### config.mk
export PLATFORM = sky130hd
export DESIGN_NAME = regfile_write_arbiter
export DESIGN_NICKNAME = d
export VERILOG_FILES = /design/src/rtl/regfile_write_arbiter.sv
export SDC_FILE = /design/constraint.sdc
export NUM_CORES = 1
export LEC_CHECK = 0
export ABC_CLOCK_PERIOD_IN_PS = 3000
export CORE_MARGIN = 1.5
export CORE_UTILIZATION = 31
export CTS_BUF_LIST = sky130_fd_sc_hd__clkbuf_16
export CTS_CLUSTER_DIAMETER = 30
export DETAILED_ROUTE_END_ITERATION = 12
export HOLD_SLACK_MARGIN = 0.05
export SYNTH_ARGS = -nofsm -noshare
export SYNTH_HDL_FRONTEND = slang
export SYNTH_SLANG_ARGS = --single-unit
### constraint.sdc
create_clock -name clock -period 3 [get_ports clock]
set_input_delay 0.45 -clock clock [delete_from_list [all_inputs] [get_ports clock]]
set_output_delay 0.45 -clock clock [all_outputs]
set_load 0.005 [all_outputs]
### src/rtl/regfile_write_arbiter.sv
// Register-file write-port arbiter: pipeline writeback has absolute priority,
// long-latency results wait in a small FIFO and drain on idle writeback cycles.
// A scoreboard flags decode sources that still have a queued long-latency write.
module regfile_write_arbiter #(
    parameter int unsigned DEPTH        = 2,
    parameter int unsigned STARVE_LIMIT = 4
) (
    input  logic        clock,
    input  logic        reset,
    input  logic        wb_valid,
    input  logic [4:0]  wb_addr,
    input  logic [31:0] wb_data,
    input  logic        lu_valid,
    output logic        lu_ready,
    input  logic [4:0]  lu_addr,
    input  logic [31:0] lu_data,
    input  logic [4:0]  q_rs,
    input  logic [4:0]  q_rt,
    output logic        hazard_rs,
    output logic        hazard_rt,
    output logic        stall_req,
    output logic        reg_we,
    output logic [4:0]  reg_waddr,
    output logic [31:0] reg_wdata
);

    localparam int unsigned AW = $clog2(DEPTH);
    localparam int unsigned CW = $clog2(STARVE_LIMIT + 1);

    typedef logic [AW:0]   ptr_t;
    typedef logic [CW-1:0] cnt_t;

    localparam ptr_t PTR_ONE = ptr_t'(1);
    localparam cnt_t CNT_ONE = cnt_t'(1);
    localparam cnt_t LIMIT   = cnt_t'(STARVE_LIMIT);

    // FIFO storage and pointers (one extra MSB distinguishes full from empty)
    logic [4:0]  fifo_addr_q [DEPTH];
    logic [31:0] fifo_data_q [DEPTH];
    ptr_t        wr_ptr_q, wr_ptr_d;
    ptr_t        rd_ptr_q, rd_ptr_d;

    // Output stage
    logic        reg_we_q, reg_we_d;
    logic [4:0]  reg_waddr_q, reg_waddr_d;
    logic [31:0] reg_wdata_q, reg_wdata_d;
    logic        from_fifo_q, from_fifo_d;

    // Starvation tracking
    cnt_t        starve_q, starve_d;
    logic        stall_q, stall_d;

    logic        full;
    logic        empty;
    logic        wb_win;
    logic        pop;
    logic        push_store;
    logic [4:0]  head_addr;
    logic [31:0] head_data;
    ptr_t        occ;
    ptr_t        slot;
    logic        rs_in_fifo;
    logic        rt_in_fifo;

    assign full       = (wr_ptr_q[AW-1:0] == rd_ptr_q[AW-1:0]) && (wr_ptr_q[AW] != rd_ptr_q[AW]);
    assign empty      = (wr_ptr_q == rd_ptr_q);
    assign lu_ready   = !full;
    assign head_addr  = fifo_addr_q[rd_ptr_q[AW-1:0]];
    assign head_data  = fifo_data_q[rd_ptr_q[AW-1:0]];
    // A write to r0 is idle for arbitration; an r0 push is handshaken but not stored
    assign wb_win     = wb_valid && (wb_addr != '0);
    assign push_store = lu_valid && !full && (lu_addr != '0);

    // Arbitration: wb wins; a head colliding with the wb address is stale and dropped
    always_comb begin
        reg_we_d    = 1'b0;
        reg_waddr_d = reg_waddr_q;
        reg_wdata_d = reg_wdata_q;
        from_fifo_d = 1'b0;
        pop         = 1'b0;
        if (wb_win) begin
            reg_we_d    = 1'b1;
            reg_waddr_d = wb_addr;
            reg_wdata_d = wb_data;
            if (!empty && (head_addr == wb_addr)) begin
                pop = 1'b1;
            end
        end else if (!empty) begin
            reg_we_d    = 1'b1;
            reg_waddr_d = head_addr;
            reg_wdata_d = head_data;
            from_fifo_d = 1'b1;
            pop         = 1'b1;
        end
    end

    // Pointer advance, starve counter and registered stall request
    always_comb begin
        rd_ptr_d = pop ? (rd_ptr_q + PTR_ONE) : rd_ptr_q;
        wr_ptr_d = push_store ? (wr_ptr_q + PTR_ONE) : wr_ptr_q;
        if (empty || pop) begin
            starve_d = '0;
        end else if (starve_q != LIMIT) begin
            starve_d = starve_q + CNT_ONE;
        end else begin
            starve_d = starve_q;
        end
        stall_d = (starve_d == LIMIT);
    end

    // Scoreboard search over the occupied FIFO slots
    always_comb begin
        rs_in_fifo = 1'b0;
        rt_in_fifo = 1'b0;
        slot       = '0;
        occ        = wr_ptr_q - rd_ptr_q;
        for (int unsigned i = 0; i < DEPTH; i++) begin
            slot = rd_ptr_q + ptr_t'(i);
            if (ptr_t'(i) < occ) begin
                if (fifo_addr_q[slot[AW-1:0]] == q_rs) rs_in_fifo = 1'b1;
                if (fifo_addr_q[slot[AW-1:0]] == q_rt) rt_in_fifo = 1'b1;
            end
        end
    end

    assign hazard_rs = (q_rs != '0) &&
                       (rs_in_fifo || (reg_we_q && from_fifo_q && (reg_waddr_q == q_rs)));
    assign hazard_rt = (q_rt != '0) &&
                       (rt_in_fifo || (reg_we_q && from_fifo_q && (reg_waddr_q == q_rt)));

    // FIFO payload write; contents need no reset because the pointers gate validity
    always_ff @(posedge clock) begin
        if (push_store) begin
            fifo_addr_q[wr_ptr_q[AW-1:0]] <= lu_addr;
            fifo_data_q[wr_ptr_q[AW-1:0]] <= lu_data;
        end
    end

    // Control and output-stage state, cleared asynchronously
    always_ff @(posedge clock or negedge reset) begin
        if (!reset) begin
            wr_ptr_q    <= '0;
            rd_ptr_q    <= '0;
            reg_we_q    <= 1'b0;
            reg_waddr_q <= '0;
            reg_wdata_q <= '0;
            from_fifo_q <= 1'b0;
            starve_q    <= '0;
            stall_q     <= 1'b0;
        end else begin
            wr_ptr_q    <= wr_ptr_d;
            rd_ptr_q    <= rd_ptr_d;
            reg_we_q    <= reg_we_d;
            reg_waddr_q <= reg_waddr_d;
            reg_wdata_q <= reg_wdata_d;
            from_fifo_q <= from_fifo_d;
            starve_q    <= starve_d;
            stall_q     <= stall_d;
        end
    end

    assign reg_we    = reg_we_q;
    assign reg_waddr = reg_waddr_q;
    assign reg_wdata = reg_wdata_q;
    assign stall_req = stall_q;

endmodule

==> impl_metrics.toml, run 1 <==
[global_route]
grt_pass1_vias = 3953
grt_max_degree = 50
antenna_found_initial = 0
grt_overflow = 0
grt_pass1_wl_microns = 20490
grt.total_usage_pct = 14.75

[synth]
netlist_instances = 438
synth_nets = 529
ys_ff_latch = 121
ys_types = 34
ys_async_sr_fraction_pct = 38.84
seq_area_frac_synth_pct = 63.06
yosys_warnings = 0
synth_edf_count = 74
syn_area_per_cell_sq_um = 12.30
netlist_area_sq_um = 5389
ys.flop_type = "edfxtp_1"

[sta]
slew_headroom_pct = 25.37
slew_violations = 0
max_freq_ghz = 0.3432
layout_setup_ws_ps = 85.91
finalSetupViolations = 0
fin_skew_ps = 5.398
period_share_pct = 97.14
worst_slew_pin_slew_ps = 1117
final_hold_viol_count = 0
period_needed_ps = 2914

[critical_path]
worstPathRequired_ps = 2550
rr_endpoint = "fifo_data_q[0][11]$_DFFE_PP_"
critical_path_arrival_ps = 2460
r2r_cells = 5
startpoint_type = "input port"
r2r-start = "wr_ptr_q[0]$_DFFE_PN0P_"
cp-endpoint = "hazard_rs"
crit_start = "q_rs[2]"
rrSetupSlack_ps = 450
end_kind = "output port"
criticalPathCategory = "input port to output port"
cp_max_fo = 4

[route]
via_count = 3847
drtAntennaViolNets = 0
wl_per_cell_microns = 15.72
drc = 0
dr.first_iter.drc_count = 183
avgViaCountPerCell = 4.697
drt-pass1-iter-count = 4
finalWirelength_microns = 12870

[power_and_ir_drop]
finalPower_mw = 7.810
power.share.sequential_pct = 35.2
ir_drop_mv = 0.4118
p_int_mw = 5.131
clkPwrFrac_pct = 22.9
comb_power_share_pct = 41.9
powerDensity_nw_per_um2 = 1023
swShare_pct = 34.31
p_switching_mw = 2.680
power_leakage_nw = 2.890

[placed_design]
dp_hpwl_microns = 8730
io_buffers = 129
dp.cells = 781
place_congestion = 0.9220
dpl_worst_slack_ps = 134.8

[floorplan]
die_x_microns = 134.8
coreArea_sq_um = 17120
fp-row-count = 48
io_pins = 130
start_util_pct = 31.48
die-area_sq_um = 18180
die_height_microns = 134.8

[clock_network]
clockBufferDepth = 2
cts_max_level = 4
cts_buffers = 17
clk_pin_slew_ps = 50
clock_latency_ps = 400
clkSinkCount = 121
cts_tree = "built"
clock-root-buffer = "clkbuf_16"

[layout]
nNetsFinal = 672
fin_cells = 819
area_delta_synth_final_pct = 41.70
n_antenna_cell = 0
fin_util_pct = 44.61
fillers = 1575
drive_above_1_share_pct = 10.44

[status]
status = "completed"

[min_path]
min_path_type = "input port to asynchronous set/reset pin"

[job]
max_cap_violations = 0
-- cell usage after synthesis (4+ instances only) --
master | number | area share [%]
or4_1 | 6 | 0.84
o21ai_0 | 22 | 2.0
nand4_1 | 8 | 0.93
edfxtp_1 | 74 | 41
nand2_1 | 48 | 3.3
nor4_1 | 4 | 0.46
buf_2 | 11 | 1.0
xor2_1 | 14 | 2.3
a21oi_1 | 32 | 3.0
o21ai_1 | 20 | 1.9
xnor2_1 | 24 | 3.9
nand2b_1 | 4 | 0.46
mux2i_1 | 40 | 7.4
dfrtp_1 | 47 | 22
nor2_1 | 42 | 2.9
clkbuf_1 | 7 | 0.49
-- per-stage QoR --
| stage | hold slack [ps] | TNS [ps] | cell area, sq um |
|---|---|---|---|
| after detailed placement | 486.3 | 0 | 6964 |
| final | 172.4 | 0 | 7636 |
| after CTS | 179.8 | 0 | 7523 |
| after floorplan | 154.4 | 0 | 5394 |
| after global placement | 476.8 | 0 | 6964 |
| after global routing | 223.1 | -8.205 | 7636 |
-- cells in the final DEF (no fill, tap or decap), types with 8 or more instances in the layout --
| cell type | n |
|---|---|
| nor2_1 | 39 |
| xnor2_1 | 24 |
| buf_4 | 13 |
| nand2_1 | 48 |
| mux2i_1 | 35 |
| nand4_1 | 8 |
| xor2_1 | 14 |
| edfxtp_1 | 74 |
| clkdlybuf4s50_1 | 128 |
| o21ai_0 | 22 |
| dfrtp_1 | 46 |
| o21ai_1 | 20 |
| a21oi_1 | 32 |
| clkbuf_16 | 18 |
-- layout make-up --
class | instances | area [sq um] | share of cell area [%]
clock buffers | 17 | 425.4 | 5.571
clock inverters | 15 | 96.34 | 1.262
inverters | 3 | 11.26 | 0.1475
multi-input cells | 292 | 1953 | 25.58
flip-flops and latches | 121 | 3400 | 44.52
well taps | 225 | 281.5 | 3.687
repair buffers | 146 | 1469 | 19.24
-- flip-flops by register name, indices dropped and copies added, names as in the netlist --
register / cells
rd_ptr_q: 2
wr_ptr_q: 2
fifo_addr_q: 10
fifo_data_q: 64
stall_req: 1
reg_we: 1
starve_q: 3
reg_wdata: 32
reg_waddr: 5
from_fifo_q: 1
-- critical path: stages --
cell	delay, ps
clkdlybuf4s50_1	530
or4_1	540
nor2_1	210
nor4_2	90
nand4_1	100
nand3_1	90
clkdlybuf4s50_1	460
-- metal layers --
layer | GRT usage (%) | up-vias | share of wire, % | wire length, microns
met1 | 17.20 | 1853 | 41 | 5303
met5 | 0 | - | 0 | 0
met3 | 5.105 | 23 | 5.9 | 764
li1 | - | 1861 | - | -
met4 | 5.914 | 0 | 2.0 | 254
met2 | 24.93 | 110 | 51 | 6552
-- power by group through the flow --
stage	sequential [mW]	combinational [mW]	clock, mW
global placement	2.73	3.07	0
floorplan	2.72	1.88	0
detailed placement	2.76	3.13	0
finish	2.75	3.28	1.79
CTS	2.74	3.21	1.84
global route	2.82	3.61	1.91
-- worst min path at each step --
stage,cells after the start,end,start
final,2,reg_waddr[3]$_DFFE_PN0P_,reset
after global routing,2,reg_wdata[5]$_DFFE_PN0P_,reset
after CTS,2,reg_waddr[3]$_DFFE_PN0P_,reset
after detailed placement,1,wr_ptr_q[1]$_DFFE_PN0P_,wr_ptr_q[1]$_DFFE_PN0P_
after global placement,1,wr_ptr_q[1]$_DFFE_PN0P_,wr_ptr_q[1]$_DFFE_PN0P_
after floorplan,0,from_fifo_q$_DFF_PN0_,reset
-- timing repair --
action | CTS | global route
buffers inserted | 2 | 3
pin swaps | 0 | 2
hold buffers | 0 | 0
setup endpoints to repair | 2 | 2
gates resized for setup | 6 | 10
cloned | 0 | 1
-- cell families after synthesis --
family	count (synthesis)	share of synthesized area (%)
multiplexers	44	8.892
buffers and inverters	25	2.415
flip-flops	121	63.06
XOR/XNOR	40	6.780
adder cells (fa/ha/maj)	3	0.6966
AND/OR/NAND/NOR	125	10.42
AO/OA/AOI/OAI	80	7.732
(Power assumes the default switching activity.)
==> inputs of run 2 (changes only) <==
Settings changed: ABC_AREA from default to 1, ABC_CLOCK_PERIOD_IN_PS 3000 to 3250.
Clock period 3 ns to 3.25 ns, I/O delays scaled along.
==> run 2 against run 1 <==
Compared with the run above: register-to-register slack improved by 480 ps; highest routed layer unchanged; sequential share of layout area increased by 0.25 points; worst setup slack gained 150 ps; non-clock buffer count fell by 12; clock skew increased by 3.7 ps; routed wire length grew 16%; final area fell by 0.49%; clock power is essentially flat; largest cell class unchanged.
==> impl_metrics.toml, run 2 <==
[status]
status = "completed"

[sta]
finalSetupViolations = 0
period_share_pct = 92.88
slew_headroom_pct = 48.04
rsz0062_at_grt = "no"
period_needed_ps = 3019
max_freq_ghz = 0.3313
worst_slew_pin_slew_ps = 779.5
fin_tns_setup_ps = 0
final_hold_viol_count = 0
slew_violations = 0
fin_skew_ps = 9.125

[route]
drc = 0
avgViaCountPerCell = 4.808
finalWirelength_microns = 14900
drt-pass1-iter-count = 5
dr.first_iter.drc_count = 349
drtAntennaViolNets = 0
wl_per_cell_microns = 16.59
via_count = 4318

[synth]
synth.largest_area_cell = "edfxtp_1"
seq_area_frac_synth_pct = 61.77
synthTopCellsByArea = "edfxtp_1 40%, dfrtp_1 21%, nand2_1 12%"
ys.flop_type = "edfxtp_1"
yosys.cell_count.top_type = "nand2_1"
ys_async_sr_fraction_pct = 38.84
syn_area_per_cell_sq_um = 10.54
netlist_instances = 522
synth_edf_count = 74
ys_types = 26
netlist_area_sq_um = 5502
yosys_warnings = 0
synth_nets = 613
yosys.area.top_type_share_pct = 40.39
synth_commonest_cells = "173 x nand2_1, 74 x edfxtp_1, 47 x dfrtp_1, 43 x nand3_1, 38 x inv_1"
ys_ff_latch = 121

[power_and_ir_drop]
comb_power_share_pct = 36.7
power_leakage_nw = 3.156
powerDensity_nw_per_um2 = 900.0
ir_drop_mv = 0.3890
p_switching_mw = 2.382
clkPwrFrac_pct = 26.0
p_int_mw = 4.457
swShare_pct = 34.82
finalPower_mw = 6.839
power.share.sequential_pct = 37.3

[floorplan]
io_pins = 130
die_height_microns = 136.2
die_x_microns = 136.2
coreArea_sq_um = 17300
die-area_sq_um = 18550
fp-row-count = 48
start_util_pct = 31.81

[clock_network]
cts_max_level = 4
clock-root-buffer = "clkbuf_16"
clk_pin_slew_ps = 60
clkSinkCount = 121
post_cts_buffers = 0
clockBufferDepth = 2
clock_latency_ps = 410
cts.repair.resized = 0
cts_buffers = 17
cts_tree = "built"
holdBufCountCts = 0

[critical_path]
r2r_cells = 5
criticalPathCategory = "flip-flop to output port"
startpoint_type = "flip-flop"
worstPathRequired_ps = 2760
end_kind = "output port"
critical_path_arrival_ps = 2530
cp_max_fo = 16

[placed_design]
place_congestion = 0.9066
dp_hpwl_microns = 10670
io_buffers = 129

[layout]
nNetsFinal = 751
final_common_cell = "nand2_1"
n_antenna_cell = 0
drive_above_1_share_pct = 7.727
area_delta_synth_final_pct = 38.12
final_cell_mix = "173 x nand2_1, 128 x clkdlybuf4s50_1, 74 x edfxtp_1"
largest_register_ff_count = 64

[job]
max_cap_violations = 0

[min_path]
min_path_type = "input port to asynchronous set/reset pin"

[global_route]
grt.total_usage_pct = 16.91
antenna_found_initial = 0
grt_max_degree = 36
grt_pass1_vias = 4337
grt_overflow = 0
grt_pass1_wl_microns = 23260
run 2: cell types whose count changed after synthesis, moves of 9 or more:
| cell | before | now |
|---|---|---|
| o21ai_1 | 20 | 0 |
| xnor2_1 | 24 | 1 |
| nor2_1 | 42 | 22 |
| o21ai_0 | 22 | 0 |
| inv_1 | 3 | 38 |
| o211ai_1 | 2 | 34 |
| nand3_1 | 3 | 43 |
| a21oi_1 | 32 | 1 |
| nand2_1 | 48 | 173 |
| buf_2 | 11 | 2 |
run 2: cells by family after synthesis:
logic type / synth area share (%)
AOI/OAI and AO/OA: 5.663
and+or+nand+nor: 19.49
xor gates and xnor gates: 1.592
buffers and inverters: 4.981
muxes: 5.822
adders and majority gates: 0.6824
DFF: 61.77
run 2: area by class of cell:
type                    count  area (sq um)
clock buffers              17         425.4
clock inverters            15         136.4
fillers                  1603          9698
inverters                  42         160.2
multi-input cells         344          1844
flip-flops and latches    121          3402
well taps                 225         281.5
repair buffers            134          1349
run 2: through the flow:
stage          instances  hold WS, ps  setup slack, ps  util, %  cell area (sq um)
6_report             898        146.8            231.4    43.93               7599
5_1_grt              898        200.3            36.06    43.93               7599
4_1_cts              898        174.0            148.1    43.91               7595
3_5_place_dp         866        488.7            440.0    40.66               7033
3_3_place_gp         866        488.0            382.0    40.66               7033
2_1_floorplan        522        191.9            193.3        -               5502
run 2: layer usage:
metal	routed length, microns	up-vias	track usage (%)
li1	-	2058	-
met1	6629	2083	21.76
met2	7081	156	27.24
met3	973	21	4.661
met4	210	0	6.087
met5	0	-	0
run 2: worst max-delay path: stages (launching register included):
cell	delay, ps
dfrtp_4	580
clkinv_2	200
nand2_1	160
nand2_1	190
nand2_1	80
nand2_1	60
nand2_1	50
nor2_1	80
nand2_1	60
nand3_1	60
nand2_1	60
inv_1	60
clkdlybuf4s50_1	490
run 2: power by group through the flow:
stage,Sequential [mW],Clock (mW),Combinational (mW)
6_report,2.55,1.78,2.51
5_1_grt,2.61,1.88,2.79
4_1_cts,2.55,1.81,2.56
3_5_place_dp,2.57,0,2.55
3_3_place_gp,2.56,0,2.51
2_1_floorplan,2.49,0,1.45
run 2: final timing paths:
check                           slack [ps]                      start                           end
worst max register to register         930    rd_ptr_q[0]$_DFFE_PN0P_  fifo_data_q[0][16]$_DFFE_PP_
worst min-delay path                   150                      reset     reg_wdata[13]$_DFFE_PN0P_
worst min register to register         500  reg_wdata[14]$_DFFE_PN0P_     reg_wdata[14]$_DFFE_PN0P_
min in group clock                     500  reg_wdata[14]$_DFFE_PN0P_     reg_wdata[14]$_DFFE_PN0P_
max in group asynchronous             2350                      reset      reg_wdata[2]$_DFFE_PN0P_
worst max-delay path                   230    rd_ptr_q[0]$_DFFE_PN0P_                     hazard_rt
==> inputs of run 3 (changes only) <==
==> constraint.sdc (replaced) <==
create_clock -name clock -period 3.25 [get_ports clock]
set_input_delay 0.65 -clock clock [delete_from_list [all_inputs] [get_ports clock]]
set_output_delay 0.65 -clock clock [all_outputs]
set_load 0.02 [all_outputs]
==> run 3 against run 2 <==
Compared with the run above: clock-buffer cell count stayed put; sequential share of layout area is 0.25 points lower; combinational power is 13% higher; routed wire length is 0.66% lower; sequential power hardly changed; critical path depth is 2 lower; worst setup slack better by 98 ps; via count is 1.0% lower; die area stayed put; sequential cell count stayed put; hold slack better by 23 ps; critical path type is now input port to output port; clock power is 2% lower.
==> impl_metrics.toml, run 3 (same netlist as run 2, synthesis figures left out) <==
[route]
avgViaCountPerCell = 4.728
dr.first_iter.drc_count = 325
drc = 0
wl_per_cell_microns = 16.37
drt-pass1-iter-count = 5
drtAntennaViolNets = 0
finalWirelength_microns = 14800
via_count = 4274

[layout]
n_antenna_cell = 0
largest_register_ff_count = 64
area_delta_synth_final_pct = 38.80
fillers = 1610
final_common_cell = "nand2_1"
drive_above_1_share_pct = 8.984
nNetsFinal = 757
fin_cells = 904
fin_util_pct = 44.15
final_cell_mix = "173 x nand2_1, 126 x clkdlybuf4s50_1, 74 x edfxtp_1"

[clock_network]
clock-root-buffer = "clkbuf_16"
clk_pin_slew_ps = 60
clockBufferDepth = 2
cts_buffers = 17
cts_max_level = 4
clkSinkCount = 121
clock_latency_ps = 410
cts_tree = "built"

[placed_design]
dp.cells = 871
place_congestion = 0.8723
io_buffers = 129
dp_hpwl_microns = 10760

[sta]
finalSetupViolations = 0
slew_headroom_pct = 59.92
slew_violations = 0
rsz0062_at_grt = "no"
hold_ws_ps = 169.3
period_share_pct = 89.87
max_freq_ghz = 0.3424
worst_slew_pin_slew_ps = 601.3
period_needed_ps = 2921
fin_skew_ps = 5.561
fin_tns_setup_ps = 0
final_hold_viol_count = 0

[critical_path]
worstPathRequired_ps = 2600
rrSetupSlack_ps = 990
startpoint_type = "input port"
rr_endpoint = "fifo_data_q[1][4]$_DFFE_PP_"
end_kind = "output port"
critical_path_arrival_ps = 2270
crit_start = "q_rt[3]"
cp_max_fo = 4
cp-endpoint = "hazard_rt"
criticalPathCategory = "input port to output port"
r2r_cells = 6
r2r-start = "rd_ptr_q[0]$_DFFE_PN0P_"

[power_and_ir_drop]
ir_drop_mv = 0.4374
power_leakage_nw = 3.183
powerDensity_nw_per_um2 = 929.7

[floorplan]
fp-row-count = 48
die_height_microns = 136.2
die-area_sq_um = 18550
io_pins = 130
die_x_microns = 136.2
start_util_pct = 31.81
coreArea_sq_um = 17300

[status]
status = "completed"

[min_path]
min_path_type = "input port to asynchronous set/reset pin"

[global_route]
grt_pass1_vias = 4374
grt_pass1_wl_microns = 23340
antenna_found_initial = 0
grt.total_usage_pct = 16.89
grt_max_degree = 35
grt_overflow = 0

[job]
max_cap_violations = 0
[run 3: through the flow]
| step | instance area [sq um] | setup WS (ps) | total power [mW] |
|---|---|---|---|
| after floorplan | 5502 | 62.39 | 4.239 |
| after global placement | 7071 | -143.0 | 5.389 |
| after detailed placement | 7071 | 28.88 | 5.415 |
| after CTS | 7624 | -20.27 | 7.183 |
| after global routing | 7636 | 218.6 | 7.538 |
| final | 7636 | 329.3 | 7.099 |
[run 3: how the worst min path moves through the flow]
stage                                         start                   endpoint  cells after the start
after floorplan                               reset      from_fifo_q$_DFF_PN0_                      0
after global placement    reg_wdata[14]$_DFFE_PN0P_  reg_wdata[14]$_DFFE_PN0P_                      2
after detailed placement  reg_wdata[10]$_DFFE_PN0P_  reg_wdata[10]$_DFFE_PN0P_                      2
after CTS                                     reset   reg_wdata[3]$_DFFE_PN0P_                      1
after global routing                          reset  reg_wdata[13]$_DFFE_PN0P_                      1
final                                         reset  reg_wdata[13]$_DFFE_PN0P_                      1
[run 3: critical path, stage by stage]
cell,delay [ps]
clkdlybuf4s50_1,560
inv_1,140
nand2_1,80
nand2_1,60
nor3_1,140
nand3_1,110
nand3_1,90
nand2_1,60
inv_1,50
dlygate4sd2_1,320
[run 3: power breakdown]
group / leakage (nW) / switching [mW] / internal, mW
clock network: 0.257 / 0.689 / 1.05
logic: 1.67 / 1.69 / 1.14
registers: 1.26 / 0.307 / 2.22
[run 3: final cells by class]
class | instances | area [sq um] | share of cell area [%]
Tap cell | 225 | 281.5 | 3.687
Clock buffer | 17 | 425.4 | 5.571
Timing Repair Buffer | 140 | 1395 | 18.27
Clock inverter | 15 | 128.9 | 1.688
Inverter | 42 | 161.4 | 2.114
Multi-Input combinational cell | 344 | 1844 | 24.15
Sequential cell | 121 | 3400 | 44.52
[run 3: timing repair]
item,4_1_cts,5_1_grt
setup buffers,0,1
hold buffers,0,0
gates resized for setup,1,3
endpoints found under the setup margin,2,1
[run 3: routing by layer]
| metal | GRT usage (%) | part of all wire (%) | up-vias |
|---|---|---|---|
| met5 | 0 | 0 | - |
| met4 | 6.856 | 1.7 | 0 |
| met3 | 5.034 | 6.2 | 19 |
| met2 | 26.77 | 47 | 152 |
| met1 | 21.57 | 45 | 2028 |
| li1 | - | - | 2075 |
